[config.mk]
export PLATFORM = sky130hd
export DESIGN_NAME = mul_div_unit_flat
export DESIGN_NICKNAME = d
export VERILOG_FILES = /design/src/rtl/mul_div_unit_if.sv /design/src/rtl/mul_div_unit.sv /design/src/flat_wrapper.sv
export SDC_FILE = /design/constraint.sdc
export NUM_CORES = 1
export LEC_CHECK = 0
export CAP_MARGIN = 20
export CORE_AREA = 2 2 132 185
export CTS_CLUSTER_DIAMETER = 150
export DETAILED_ROUTE_END_ITERATION = 10
export DIE_AREA = 0 0 134 187
export GPL_ROUTABILITY_DRIVEN = 0
export GPL_TIMING_DRIVEN = 0
export HOLD_SLACK_MARGIN = 0.08
export PLACE_DENSITY = 0.53
export SLEW_MARGIN = 5
export SYNTH_ARGS = -nofsm -noshare
export SYNTH_HDL_FRONTEND = slang
export SYNTH_SLANG_ARGS = --single-unit
export TNS_END_PERCENT = 100
[constraint.sdc]
create_clock -name clk -period 8.5 [get_ports clk]
set_input_delay 0.85 -clock clk [delete_from_list [all_inputs] [get_ports clk]]
set_output_delay 0.85 -clock clk [all_outputs]
set_load 0.1 [all_outputs]
[src/rtl/mul_div_unit_if.sv]
// mul_div_unit_if: request/result bundle between the control decoder and mul_div_unit.
interface mul_div_unit_if #(parameter int WIDTH = 16);
   logic             start;
   logic [1:0]       multiDiv;
   logic [WIDTH-1:0] opA;
   logic [WIDTH-1:0] opB;
   logic             busy;
   logic             done;
   logic [WIDTH-1:0] resultLo;
   logic [WIDTH-1:0] resultHi;
   logic             divByZero;

   modport master (
      output start, multiDiv, opA, opB,
      input  busy, done, resultLo, resultHi, divByZero
   );

   modport slave (
      input  start, multiDiv, opA, opB,
      output busy, done, resultLo, resultHi, divByZero
   );
endinterface

[src/rtl/mul_div_unit.sv]
// mul_div_unit: iterative shift-add multiply / restoring divide, one bit per cycle.
// Define MULDIV_SIGNED_EN for two's complement operands (magnitudes in, sign fix in FIX).
module mul_div_unit #(
   parameter int WIDTH = 16
) (
   input  logic          clk,
   input  logic          rst,
   mul_div_unit_if.slave bus
);
   // state | meaning
   // IDLE  | waiting for start with multiDiv 01/10
   // MUL   | one multiplier bit per cycle, LSB first
   // DIV   | one quotient bit per cycle, MSB first; zero divisor exits at once
   // FIX   | sign correction, register results, pulse done
   typedef enum logic [1:0] {S_IDLE, S_MUL, S_DIV, S_FIX} state_t;

   state_t             state, state_nxt;
   logic [4:0]         cnt;
   logic [2*WIDTH-1:0] acc;
   logic [WIDTH-1:0]   quo, rem, mag_a, mag_b;
   logic [WIDTH-1:0]   mag_a_in, mag_b_in;
   logic [WIDTH-1:0]   fix_lo, fix_hi, res_lo, res_hi;
   logic [WIDTH:0]     mul_sum, div_trial, div_diff;
   logic               is_div, dbz, dbz_out, done_r, busy_c;
   logic               accept, last_iter;

   assign accept    = (state == S_IDLE) && bus.start &&
                      ((bus.multiDiv == 2'b01) || (bus.multiDiv == 2'b10));
   assign last_iter = (cnt == 5'(WIDTH - 1));

`ifdef MULDIV_SIGNED_EN
   logic sign_a, sign_b;

   always_comb begin
      mag_a_in = bus.opA[WIDTH-1] ? -bus.opA : bus.opA;
      mag_b_in = bus.opB[WIDTH-1] ? -bus.opB : bus.opB;
   end

   always_ff @(posedge clk or posedge rst) begin
      if (rst) begin
         sign_a <= 1'b0;
         sign_b <= 1'b0;
      end else if (accept) begin
         sign_a <= bus.opA[WIDTH-1];
         sign_b <= bus.opB[WIDTH-1];
      end
   end
`else
   always_comb begin
      mag_a_in = bus.opA;
      mag_b_in = bus.opB;
   end
`endif

   always_ff @(posedge clk or posedge rst) begin
      if (rst) state <= S_IDLE;
      else     state <= state_nxt;
   end

   always_comb begin
      state_nxt = state;
      case (state)
         S_IDLE: if (accept) state_nxt = (bus.multiDiv == 2'b01) ? S_MUL : S_DIV;
         S_MUL:  if (last_iter) state_nxt = S_FIX;
         S_DIV:  if (last_iter || (mag_b == '0)) state_nxt = S_FIX;
         S_FIX:  state_nxt = S_IDLE;
         default: state_nxt = S_IDLE;
      endcase
   end

   always_comb begin
      busy_c = (state != S_IDLE);
   end

   // Upper half of acc accumulates; the multiplier shifts out of the lower half.
   assign mul_sum   = {1'b0, acc[2*WIDTH-1:WIDTH]} + {1'b0, (acc[0] ? mag_a : '0)};
   assign div_trial = {rem, quo[WIDTH-1]};
   assign div_diff  = div_trial - {1'b0, mag_b};

   always_comb begin
      fix_lo = is_div ? quo : acc[WIDTH-1:0];
      fix_hi = is_div ? rem : acc[2*WIDTH-1:WIDTH];
`ifdef MULDIV_SIGNED_EN
      if (!is_div && (sign_a ^ sign_b)) {fix_hi, fix_lo} = -acc;
      if (is_div && (sign_a ^ sign_b))  fix_lo = -quo;
      if (is_div && sign_a)             fix_hi = -rem;
      // quo still holds |opA| here, so re-negating recovers the raw dividend
      if (dbz) begin
         fix_lo = '1;
         fix_hi = sign_a ? -quo : quo;
      end
`else
      if (dbz) begin
         fix_lo = '1;
         fix_hi = quo;
      end
`endif
   end

   always_ff @(posedge clk or posedge rst) begin
      if (rst) begin
         cnt     <= '0;
         acc     <= '0;
         quo     <= '0;
         rem     <= '0;
         mag_a   <= '0;
         mag_b   <= '0;
         is_div  <= 1'b0;
         dbz     <= 1'b0;
         dbz_out <= 1'b0;
         res_lo  <= '0;
         res_hi  <= '0;
         done_r  <= 1'b0;
      end else begin
         done_r <= (state == S_FIX);
         case (state)
            S_IDLE: if (accept) begin
               mag_a  <= mag_a_in;
               mag_b  <= mag_b_in;
               is_div <= (bus.multiDiv == 2'b10);
               cnt    <= '0;
               acc    <= {{WIDTH{1'b0}}, mag_b_in};
               quo    <= mag_a_in;
               rem    <= '0;
               dbz    <= 1'b0;
            end
            S_MUL: begin
               acc <= {mul_sum, acc[WIDTH-1:1]};
               cnt <= cnt + 5'd1;
            end
            S_DIV: begin
               if (mag_b == '0) begin
                  dbz <= 1'b1;
               end else begin
                  rem <= div_diff[WIDTH] ? div_trial[WIDTH-1:0] : div_diff[WIDTH-1:0];
                  quo <= {quo[WIDTH-2:0], ~div_diff[WIDTH]};
                  cnt <= cnt + 5'd1;
               end
            end
            S_FIX: begin
               res_lo  <= fix_lo;
               res_hi  <= fix_hi;
               dbz_out <= dbz;
            end
            default: ;
         endcase
      end
   end

   assign bus.busy      = busy_c;
   assign bus.done      = done_r;
   assign bus.resultLo  = res_lo;
   assign bus.resultHi  = res_hi;
   assign bus.divByZero = dbz_out;
endmodule
[src/flat_wrapper.sv]
// flat-port wrapper written by rule: the top's interface ports become plain ports
module mul_div_unit_flat 
#(
   parameter int WIDTH = 16
)
  (clk, rst, bus_start, bus_multiDiv, bus_opA, bus_opB, bus_busy, bus_done, bus_resultLo, bus_resultHi, bus_divByZero);
  mul_div_unit_if #(.WIDTH(WIDTH)) bus_i ();
  input  logic clk;
  input  logic rst;
  input wire logic [$bits(bus_i.start)-1:0] bus_start;
  input wire logic [$bits(bus_i.multiDiv)-1:0] bus_multiDiv;
  input wire logic [$bits(bus_i.opA)-1:0] bus_opA;
  input wire logic [$bits(bus_i.opB)-1:0] bus_opB;
  output wire logic [$bits(bus_i.busy)-1:0] bus_busy;
  output wire logic [$bits(bus_i.done)-1:0] bus_done;
  output wire logic [$bits(bus_i.resultLo)-1:0] bus_resultLo;
  output wire logic [$bits(bus_i.resultHi)-1:0] bus_resultHi;
  output wire logic [$bits(bus_i.divByZero)-1:0] bus_divByZero;
  assign bus_i.start = bus_start;
  assign bus_i.multiDiv = bus_multiDiv;
  assign bus_i.opA = bus_opA;
  assign bus_i.opB = bus_opB;
  assign bus_busy = bus_i.busy;
  assign bus_done = bus_i.done;
  assign bus_resultLo = bus_i.resultLo;
  assign bus_resultHi = bus_i.resultHi;
  assign bus_divByZero = bus_i.divByZero;
  mul_div_unit #(.WIDTH(WIDTH)) u_core (.clk(clk), .rst(rst), .bus(bus_i));
endmodule
# After elaboration in Yosys (flattened, before gate mapping)
# Cells that the tools add are included.
dict set report op_classes {
  n_addsub 3
  multipliers 0
  n_div 0
  n_lt_le_gt_ge 0
  eq_ne 11
  shifts 0
  muxes 25
  n_bitwise 1
  n_reduce_logical 16
}
# operator n
set op_table {}
lappend op_table {{16-bit 2-to-1 mux} 10}
lappend op_table {{16-bit case mux with 2 select lines} 2}
lappend op_table {{32-bit case mux with 2 select lines} 1}
lappend op_table {{32-bit 2-to-1 mux} 1}
lappend op_table {{16-bit by 16-bit adder with 17-bit output} 1}
lappend op_table {{17-bit by 16-bit subtractor with 17-bit output} 1}
lappend op_table {{16-bit logical NOT} 1}
lappend op_table {{5-bit case mux with 3 select lines} 1}
lappend op_table {{3-bit AND reduction} 4}
lappend op_table {{5-bit 2-to-1 mux} 2}
lappend op_table {{2-bit 2-to-1 mux} 4}
lappend op_table {{2-bit by 1-bit inequality test with 1-bit output (second input constant)} 4}
lappend op_table {{2-bit case mux with 4 select lines} 1}
lappend op_table {{2-bit equality test (second input constant)} 3}
lappend op_table {{2-bit nonzero test} 3}
lappend op_table {{5-bit by 1-bit adder with 5-bit output (second input constant)} 1}
lappend op_table {{5-bit by 4-bit equality test with 1-bit output (second input constant)} 1}
lappend op_table {{2-bit by 1-bit equality test with 1-bit output (second input constant)} 2}
lappend op_table {{2-bit AND reduction} 2}
lappend op_table {{3-bit nonzero test} 1}
lappend op_table {{1-bit logical AND} 2}
lappend op_table {{2-bit logical NOT} 1}
lappend op_table {{1-bit logical OR} 2}
lappend op_table {{1-bit 2-to-1 mux} 2}
lappend op_table {{3 further kinds} 3}
dict set report totals {
  reg_bits 139
  latchBits 0
  mem_bits_rw 0
  mem_bits_ro 0
  in_bits 37
  out_inout_bits 35
  wordCells 69
  mem_count 0
}

# Longest topological paths before layout
dict set report depth {
  depth_word 5
  depth_mapped 13
  ltp_nobuf 11
}

# Worst setup path before layout
# Ideal clock, no wire load.
dict set report synth_path {
  path_kind {register to register}
  start {register u_core.quo[15]}
  end {register u_core.rem[3]}
  setup_ns 0.126
  arrival_time_ns 2.937
  required_ns 8.374
  slack_ns 5.437
  stages_incl_launch_ff 13
  path_buffers 1
  synth_period_minus_slack_ns 3.063
  cell_sequence {dfrtp_1 > inv_1 > ha_1 > inv_1 > fa_1 > a211o_1 > a21o_1 > o31ai_4 > a31oi_1 > or3_1 > buf_2 > and2_4 > a221o_1}
}
dict set report synth_between {
  elab_chain_cells 4
}
# item line
set synth_lines {}
lappend synth_lines {{from (decl)} mul_div_unit.sv:20} ;# logic [WIDTH-1:0] quo, rem, mag_a, mag_b;
lappend synth_lines {{from (signal assigned)} mul_div_unit.sv:123} ;# quo <= mag_a_in;
lappend synth_lines {{from (signal assigned)} mul_div_unit.sv:136} ;# quo <= {quo[WIDTH-2:0], ~div_diff[WIDTH]};
lappend synth_lines {{17-bit by 16-bit subtractor with 17-bit output} mul_div_unit.sv:78} ;# assign div_diff = div_trial - {1'b0, mag_b};
lappend synth_lines {{16-bit 2-to-1 mux} mul_div_unit.sv:135} ;# rem <= div_diff[WIDTH] ? div_trial[WIDTH-1:0] : div_diff[WIDTH-1:0];
lappend synth_lines {{16-bit 2-to-1 mux} mul_div_unit.sv:132} ;# if (mag_b == '0) begin
lappend synth_lines {{16-bit case mux with 2 select lines} mul_div_unit.sv:116} ;# case (state)
lappend synth_lines {{to (signal assigned)} mul_div_unit.sv:135}
lappend synth_lines {{to (decl)} mul_div_unit.sv:20}
# No other way between the ends. The select of a mux whose other input is x is not followed.
# A chain may end at the register's enable or synchronous reset.

# Worst setup path in the final report
dict set report layout_path {
  start {register u_core.quo[15]}
  end {register u_core.quo[0]}
}
dict set report layout_between {
  elab_chain_cells 4
}
# item line
set layout_lines {}
lappend layout_lines {{17-bit by 16-bit subtractor with 17-bit output} mul_div_unit.sv:78}
lappend layout_lines {{1-bit inverter} mul_div_unit.sv:136}
lappend layout_lines {{16-bit 2-to-1 mux} mul_div_unit.sv:132}
lappend layout_lines {{16-bit case mux with 2 select lines} mul_div_unit.sv:116}
# No other way between the ends. The select of a mux whose other input is x is not followed.

==> metrics.csv <==
metric,value,unit
final setup fails,0,
ANT nets after route,0,
Hold Fails Final Rpt,0,
Synth Area per Inst,9.146,um^2
register area share after synthesis,0.4332,
Max stage delay on crit path,490,ps
prevailing post-synth register cell,dfrtp_1,
mapped cell area,8030,um^2
Setup CP Type,flop to flop,
fin crit period,3559,ps
drt wl/cell,19.48,um
WP data arrival,3920,ps
drt first-iter violations,477,
htree depth,4,
run status,completed,
buffer and inverter count on the worst path,3,
Reg2Reg Depth,12,
"Remaining Overflow, GRT",0,
RSZ-0062 raised after global routing,no,
Final period util,0.4188,
share of cells above drive strength 1,0.07034,
hold path depth,2,
most frequent cells in the layout,"168 x nand2_1, 139 x dfrtp_1, 77 x o21ai_0, 71 x clkdlybuf4s50_1, 66 x a21oi_1",
WP depth,12,
CP endpoint kind,flop,
top cell type's share of synthesized area,0.4332,
Power per Cell Area,440.3,nW/um^2
largest net degree at the start of global routing,78,
Routed WL,25.15,mm
max-slew violation count,0,
row cnt,67,
Worst Path Max Fanout,10,
first-pass GRT wire length,39.97,mm
CTS buffer count,17,
vias in the first global route,6948,
skew final,8.942,ps
# nets final,1048,
DP Area,9161,um^2
dpl hpwl,19.01,mm
Vias/cell,5.185,
# IOs,72,
Total Routing Usage GR,0.2099,
DRC,0,
post-synth cell types,58,
Clock Sinks,139,
Post-CTS Setup Bufs,0,
CTS max path bufs,2,
MaxCap Viol Count,0,
Post-Syn Nets,957,
Post-synth EDFFs,0,
Setup TNS,0,ps
I/O Buffers,71,
CP cell instances,"inv_1, ha_1, inv_1, fa_1, a211o_1, a21o_1, o31ai_4, a31oi_1, o21ai_2, clkbuf_1, nand3_1, a21oi_1",
fill count,2350,
Root Buffer,clkbuf_16,
clock latency reported for the late side of the worst-skew pair,440,ps
CTS tree,built,
"most common cell after layout, fill and taps aside",nand2_1,
design area,9729,um^2
core footprint,23560,um^2
Worst EP required,8860,ps
Yosys reg bits,139,
Worst-path clk slew,70,ps
CTS resizes,0,
Slew HR,0.3426,
DR pass1 iterations,5,
worst hold margin,469.1,ps
vias,6694,
Crit-path slowest cell,dfrtp_1,
synth warn,0,
crit path launch type,flop,
synthesis-to-finish area growth,21.16,%
FMAX,280.9,MHz
worst-margin pin slew,983.0,ps
Peak VDD IR,0.2299,mV
most area-hungry cell type in the Yosys netlist,dfrtp_1,
Post-synth ARST share,1.000,
# hold bufs at CTS,0,
die width,134,um
CP most frequent cell,inv_1,
initial antenna violation count,0,
Crit path max-delay family,compound AO/OA/AOI/OAI gates,
ANT cells,0,
die area,25060,um^2
Post-Syn Instances,878,
Synth area leaders,"dfrtp_1 43%, mux2i_1 7.9%, nand2_1 7.9%",
Hold Crit Class,flop to flop,
Starting Density,0.3409,
Die Y-Extent,187,um
Static Leak,4.293,nW
## where the power goes
group	internal [mW]	switching, mW
sequential	0.941	0.269
clock	0.419	0.308
combinational	0.781	1.57
total	2.14	2.14
## stage by stage
step	utilization	setup WS, ps	std cells	power, mW
final	0.4130	4941	1291	4.284
after global routing	0.4130	4685	1291	4.582
after CTS	0.4130	4965	1291	4.308
after detailed placement	0.3889	4641	1260	3.565
after global placement	0.3875	1589	1259	3.552
after floorplan	-	3925	878	2.890
## synth_stat cells, types with 3 or more instances
| library cell | n |
|---|---|
| o21ai_0 | 77 |
| and2_1 | 19 |
| o21a_1 | 5 |
| nor4_1 | 4 |
| xnor2_1 | 9 |
| inv_1 | 34 |
| a221o_1 | 4 |
| nand2_1 | 168 |
| ha_1 | 40 |
| a21oi_1 | 66 |
| dfrtp_1 | 139 |
| and3_1 | 5 |
| o211ai_2 | 8 |
| mux2_2 | 17 |
| nor3_1 | 3 |
| a22o_1 | 3 |
| o211ai_1 | 7 |
| nor2_1 | 49 |
| nand4_1 | 15 |
| clkbuf_1 | 36 |
| a21o_1 | 16 |
| nand3b_1 | 3 |
| nor2b_1 | 7 |
| buf_1 | 9 |
| xor2_1 | 13 |
| o31ai_1 | 6 |
| a211oi_1 | 6 |
| mux2i_1 | 63 |
| nand3_1 | 9 |
## final cells by class
| class | instances | area (um^2) | share of cell area |
|---|---|---|---|
| Multi-Input combinational cell | 657 | 4234 | 0.4352 |
| Sequential cell | 139 | 3478 | 0.3575 |
| Timing Repair Buffer | 72 | 738.2 | 0.07587 |
| Clock buffer | 19 | 452.9 | 0.04655 |
| Tap cell | 310 | 387.9 | 0.03987 |
| Buffer | 48 | 190.2 | 0.01955 |
| Inverter | 34 | 132.6 | 0.01363 |
| Clock inverter | 12 | 115.1 | 0.01183 |
## worst reg2reg max path: stages, from the launching register on
cell,delay (ps)
dfrtp_1,490
inv_1,100
ha_1,170
inv_1,70
fa_1,470
a211o_1,340
a21o_1,220
o31ai_4,310
a31oi_1,180
o21ai_2,390
clkbuf_1,450
nand3_1,140
a21oi_1,160
## routing by layer
layer | share of wire | vias up | routed length (um) | global-route usage
li1 | - | 3242 | - | -
met1 | 0.42 | 3261 | 10680 | 0.2579
met2 | 0.51 | 144 | 12730 | 0.3602
met3 | 0.034 | 47 | 862 | 0.03550
met4 | 0.035 | 0 | 887 | 0.09083
met5 | 0 | - | 0 | 0
## sequential cells by signal, indices dropped and copies added, names as in the netlist
name                  count
u_core.mag_b             16
u_core.bus.done           1
u_core.bus.divByZero      1
u_core.bus.resultLo      16
u_core.quo               16
u_core.state              2
u_core.mag_a             16
u_core.is_div             1
u_core.dbz                1
u_core.bus.resultHi      16
u_core.rem               16
u_core.acc               32
u_core.cnt                5
## cell families (layout without fill, tap and decap cells)
kind of cell / after synthesis / in the layout / synth area share
AO/OA/AOI/OAI: 219 / 219 / 0.1712
XOR/XNOR: 22 / 22 / 0.02400
adder cells (fa/ha/maj): 42 / 42 / 0.06731
buffers and inverters: 82 / 185 / 0.03958
flip-flops: 139 / 139 / 0.4332
multiplexers: 80 / 80 / 0.1024
AND/OR/NAND/NOR: 294 / 294 / 0.1624
## final timing paths
kind | to | start | slack [ps]
hold reg to reg | u_core.mag_a[14] | u_core.mag_a[14] | 470
min in group asynchronous | u_core.acc[6] | rst | 860
setup reg to reg | u_core.quo[0] | u_core.quo[15] | 4940
setup / recovery | u_core.quo[0] | u_core.quo[15] | 4940
max in group asynchronous | u_core.acc[29] | rst | 6840
hold / removal | u_core.mag_a[14] | u_core.mag_a[14] | 470
Note: power is estimated with default switching activity, not from simulation.
==> RTL edit 1 (same settings) <==
Build with the macro `MULDIV_SIGNED_EN` defined.
--- a/src/rtl/mul_div_unit.sv
+++ b/src/rtl/mul_div_unit.sv
@@ -1,5 +1,7 @@
 // mul_div_unit: iterative shift-add multiply / restoring divide, one bit per cycle.
 // Define MULDIV_SIGNED_EN for two's complement operands (magnitudes in, sign fix in FIX).
+`define MULDIV_SIGNED_EN
+
 module mul_div_unit #(
    parameter int WIDTH = 16
 ) (
Formal check against the unedited RTL: no difference found for any inputs over 10 cycles, from zero or initial values and one cycle with rst high; that may be too few to reach the edited logic, so the function may still have changed.
==> RTL edit 1 against the original RTL <==
- core utilization rose by 9.5 points
- routed wire length rose by 43%
- sequential power rose by 7%
- design area rose by 23%
- worst setup slack got worse by 0.67 ns
- total power rose by 35%
- first-iteration DRC count rose by 25%
- maximum frequency fell by 16%
- sequential cell count rose by 2
- synthesized cell count rose by 38%
- worst hold slack improved by 0.0081 ns
- largest cell class unchanged
- synthesized area rose by 28%
==> RTL edit 1: results (changes against the original RTL) <==
run_status:
  status: "complete, no violations"
drt:
  num_vias: 9515  # +42%
  dr.pass1.iters: 7  # +2
  drt_iter0_drc: 597  # +25%
  detail_route.wl_per_cell_um: 22.1  # +13%
yosys:
  synth_common_cells: "dfrtp_1, nand2_1, o21ai_0, nor2_1, a21oi_1"
  synth-compound-area-share_pct: 24.0  # +6.9 points
  synth_nets: 1300  # +36%
  synthFlopType: "dfrtp_1"
  synth-seq-area-share_pct: 34.4  # -8.9 points
  yosysUniqueCellTypes: 81  # +40%
  synth_xor_area_share_pct: 9.56  # +7.2 points
  yosys.area_share.adder_pct: 5.88  # -0.85 points
  synth.area.mux_share_pct: 2.78  # -7.5 points
  synthArstFlopShare_pct: 100  # unchanged
  synth_top_cells_by_area: "dfrtp_1, o21ai_0, ha_1"
cts:
  worstSkewPairLatency_ns: 0.44  # about the same
  cts_setup_buffers: 0  # unchanged
  numCtsBuffers: 17  # unchanged
  cts_resized: 0  # unchanged
  root_buffer: "clkbuf_16"
  clk_pin_slew_ns: 0.07  # about the same
setup_path:
  crit_arrival_ns: 4.52  # +0.60 ns
  crit_start: "u_core.quo[15]"
  end_kind: "flip-flop"
global_route:
  antenna_found_initial: 0  # unchanged
  grt_usage_pct: 29.4  # +8.4 points
  grt_pass1_vias: 9389  # +35%
  grt_pass1_wl_mm: 55.8  # +40%
  grt_start_max_net_pins: 113  # +45%
finish:
  fin_nets: 1391  # +33%
  regMostFlops: "u_core.acc"
  multi_input_comb_area_um2: 6250  # +48%
  drive_gt1_share_pct: 5.98  # -1.0 points
  nFillCells: 2310  # -1.7%
min_path:
  hold_path.class: "reg -> reg"
  hp-start: "u_core.mag_a[2]"
pwr:
  swShare_pct: 53.9  # +3.9 points
  ir_worst_vdd_uv: 244  # +6.0%
  leakage_nw: 5.11  # +19%
placed_design:
  dp.final_hpwl_mm: 28.2  # +48%
  port_buffers: 71  # unchanged
  placed_area_um2: 11400  # +24%
  place_ws_ns: 4.34  # -0.306 ns
sta:
  clock_skew_ns: 0.0109  # +0.00191 ns
  worstMarginPinSlew_ns: 1.00  # +0.0167 ns
## RTL edit 1: path summary, 6_finish.rpt
check / end / slack [ns] / cells past startpoint
max in group asynchronous: u_core.bus.resultHi[9] / 6.83 / 3
min in group asynchronous: u_core.rem[6] / 0.76 / 2
worst max register to register: u_core.rem[3] / 4.28 / 11
worst min register to register: u_core.mag_a[2] / 0.48 / 2
worst min-delay path: u_core.mag_a[2] / 0.48 / 2
worst max-delay path: u_core.rem[3] / 4.28 / 11
## RTL edit 1: cell type report
type	instances	share of cell area, %
Timing Repair Buffer	72	6.17
Tap cell	310	3.24
Inverter	51	1.66
Clock buffer	22	3.88
Sequential cell	141	29.5
Clock inverter	10	0.962
Buffer	72	2.44
Multi-Input combinational cell	952	52.2
## RTL edit 1: worst max-delay path: stages (launching register included)
cell and delay [ns]:
dfrtp_1 0.51, inv_1 0.22, ha_1 0.26, fa_1 0.40
nand2b_1 0.19, a21o_1 0.21, a211oi_1 0.72, a211oi_1 0.25
a211oi_4 0.63, buf_2 0.40, mux2i_1 0.22, o21ai_1 0.07
## RTL edit 1: per-stage QoR
| stage | instances | hold WS (ns) |
|---|---|---|
| after floorplan | 1216 | 0.442 |
| after global placement | 1597 | 0.458 |
| after detailed placement | 1598 | 0.467 |
| after CTS | 1630 | 0.481 |
| after global routing | 1630 | 0.514 |
| final | 1630 | 0.477 |
## RTL edit 1: power by group through the flow
stage / clock network [mW] / registers [mW] / logic (mW)
2_1_floorplan: 0 / 1.69 / 2.22
4_1_cts: 0.761 / 1.30 / 3.73
6_report: 0.755 / 1.30 / 3.75
5_1_grt: 0.786 / 1.33 / 4.07
3_3_place_gp: 0 / 1.30 / 3.69
3_5_place_dp: 0 / 1.31 / 3.71
## RTL edit 1: cell families (layout without fill, tap and decap cells)
family / after synthesis / after routing
adder cells (fa/ha/maj): 47 / 47
AO/OA/AOI/OAI: 379 / 379
flip-flops: 141 / 141
XOR/XNOR: 112 / 112
AND/OR/NAND/NOR: 388 / 388
multiplexers: 26 / 26
buffers and inverters: 123 / 227
## RTL edit 1: per-layer routing
metal	part of all wire, %	wire [µm]	vias to the layer above	global-route usage [%]
met2	52	18700	246	52.8
met1	40	14500	4652	34.6
met5	0	0	-	0
li1	-	-	4544	-
met3	3.5	1280	73	3.71
met4	4.3	1560	0	13.1
==> RTL edit 2 (same settings) <==
Made on the original files. The 4 states of `state_t` get a Gray code encoding in 2 bits.
--- a/src/rtl/mul_div_unit.sv
+++ b/src/rtl/mul_div_unit.sv
@@ -12,7 +12,7 @@
    // MUL   | one multiplier bit per cycle, LSB first
    // DIV   | one quotient bit per cycle, MSB first; zero divisor exits at once
    // FIX   | sign correction, register results, pulse done
-   typedef enum logic [1:0] {S_IDLE, S_MUL, S_DIV, S_FIX} state_t;
+   typedef enum logic [1:0] {S_IDLE = 2'b00, S_MUL = 2'b01, S_DIV = 2'b11, S_FIX = 2'b10} state_t;
 
    state_t             state, state_nxt;
    logic [4:0]         cnt;
Behaviour: same outputs for any inputs over 10 cycles, from zero or initial values and one cycle with rst high; not proved beyond that.
==> RTL edit 2 against the original RTL <==
- routed wire length fell by 0.36%
- sequential cell count did not move
- total power fell by 6.4%
- design area barely moved
- critical path depth did not move
- synthesized area barely moved
- worst setup slack got worse by 0.21 ns
- first-iteration DRC count fell by 14%
- sequential share of layout area barely moved
- largest cell class unchanged
- largest power group unchanged
==> RTL edit 2: results (changes against the original RTL) <==
drt:
  highest_layer: "met4"
  num_vias: 6632  # -0.93%
  dr.pass1.iters: 5  # unchanged
  routed-wl-met2_mm: 13.3  # +4.8%
  totalWireLength_mm: 25.1  # -0.36%
  met1_length_mm: 10.4  # -2.4%
  route.met3.wl_um: 754  # -13%
  drt_iter0_drc: 410  # -14%
finish:
  largest_reg_flops: 32  # unchanged
  nFillCells: 2370  # +0.85%
  fin_nets: 1032  # -1.5%
placed_design:
  dp.final_hpwl_mm: 19.5  # +2.8%
  place_ws_ns: 4.20  # -0.446 ns
sta:
  worstMarginPinSlew_ns: 0.993  # +0.0101 ns
  clock_skew_ns: 0.00795  # -0.000989 ns
yosys:
  synth_common_cells: "nand2_1, dfrtp_1, o21ai_0, mux2i_1, a21oi_1"
  synth.area.mux_share_pct: 12.6  # +2.3 points
  synth-compound-area-share_pct: 15.7  # -1.5 points
  synth-seq-area-share_pct: 43.4  # about the same
  yosysUniqueCellTypes: 62  # +6.9%
  synthArstFlopShare_pct: 100  # unchanged
  synth_xor_area_share_pct: 2.40  # about the same
  synth_nets: 940  # -1.8%
  yosys.area_share.adder_pct: 6.89  # +0.16 points
  synth_top_cells_by_area: "dfrtp_1, mux2i_1, nand2_1"
global_route:
  grt_usage_pct: 20.6  # -0.40 points
  grt_pass1_vias: 6887  # -0.88%
  grt_pass1_wl_mm: 39.2  # -2.0%
  met3_usage_pct: 2.98  # -0.57 points
  met1_usage_pct: 24.9  # -0.89 points
pwr:
  finalPower_mw: 4.01  # -6.4%
  power_clock_uw: 715  # -2%
  p_sw_mw: 2.01  # -6.1%
  ir_worst_vdd_uv: 212  # -7.6%
setup_path:
  crit_arrival_ns: 4.12  # +0.20 ns
  max_stage_delay_ns: 0.57  # +0.08 ns
  crit_family: "buffers and inverters"
  slowest_stage: "clkbuf_1"
cts:
  cts_max_path_buffers: 2  # unchanged
  numCtsBuffers: 17  # unchanged
run_status:
  status: "complete, no violations"
-- RTL edit 2: cell types whose count changed in the layout (fill, tap and decap cells not counted), moves of 8 or more --
cell | before | now
nor2_1 | 49 | 31
o21ai_1 | 2 | 10
a21oi_1 | 66 | 42
nand4_1 | 15 | 6
o21ai_0 | 77 | 90
mux2i_1 | 63 | 77
o211ai_2 | 8 | 0
-- RTL edit 2: worst paths after layout --
kind | slack, ns | end | cells past startpoint | start
setup / recovery | 4.73 | u_core.acc[5] | 12 | bus_multiDiv[0]
hold / removal | 0.47 | u_core.mag_a[8] | 2 | u_core.mag_a[8]
setup reg to reg | 5.15 | u_core.rem[1] | 12 | u_core.quo[15]
hold reg to reg | 0.47 | u_core.mag_a[8] | 2 | u_core.mag_a[8]
max in group asynchronous | 6.79 | u_core.acc[30] | 3 | rst
min in group asynchronous | 0.88 | u_core.cnt[2] | 2 | rst
-- RTL edit 2: area by class of cell --
type | count | area (µm²) | share of cell area [%]
Multi-Input combinational cell | 638 | 4210 | 43.3
Sequential cell | 139 | 3480 | 35.8
Timing Repair Buffer | 73 | 751 | 7.72
Clock buffer | 17 | 425 | 4.38
Tap cell | 310 | 388 | 3.99
Buffer | 44 | 191 | 1.97
Inverter | 39 | 151 | 1.56
Clock inverter | 15 | 131 | 1.35
-- RTL edit 2: cells by family after synthesis --
kind of cell             Yosys count
AO/OA/AOI/OAI                    208
XOR/XNOR                          22
multiplexers                      98
AND/OR/NAND/NOR                  267
buffers and inverters             83
flip-flops                       139
adder cells (fa/ha/maj)           43
-- RTL edit 2: stage by stage --
step           std cells  instance area (µm²)
2_1_floorplan        860                 8020
3_3_place_gp        1241                 9120
3_5_place_dp        1242                 9150
4_1_cts             1274                 9710
5_1_grt             1275                 9720
6_report            1275                 9720
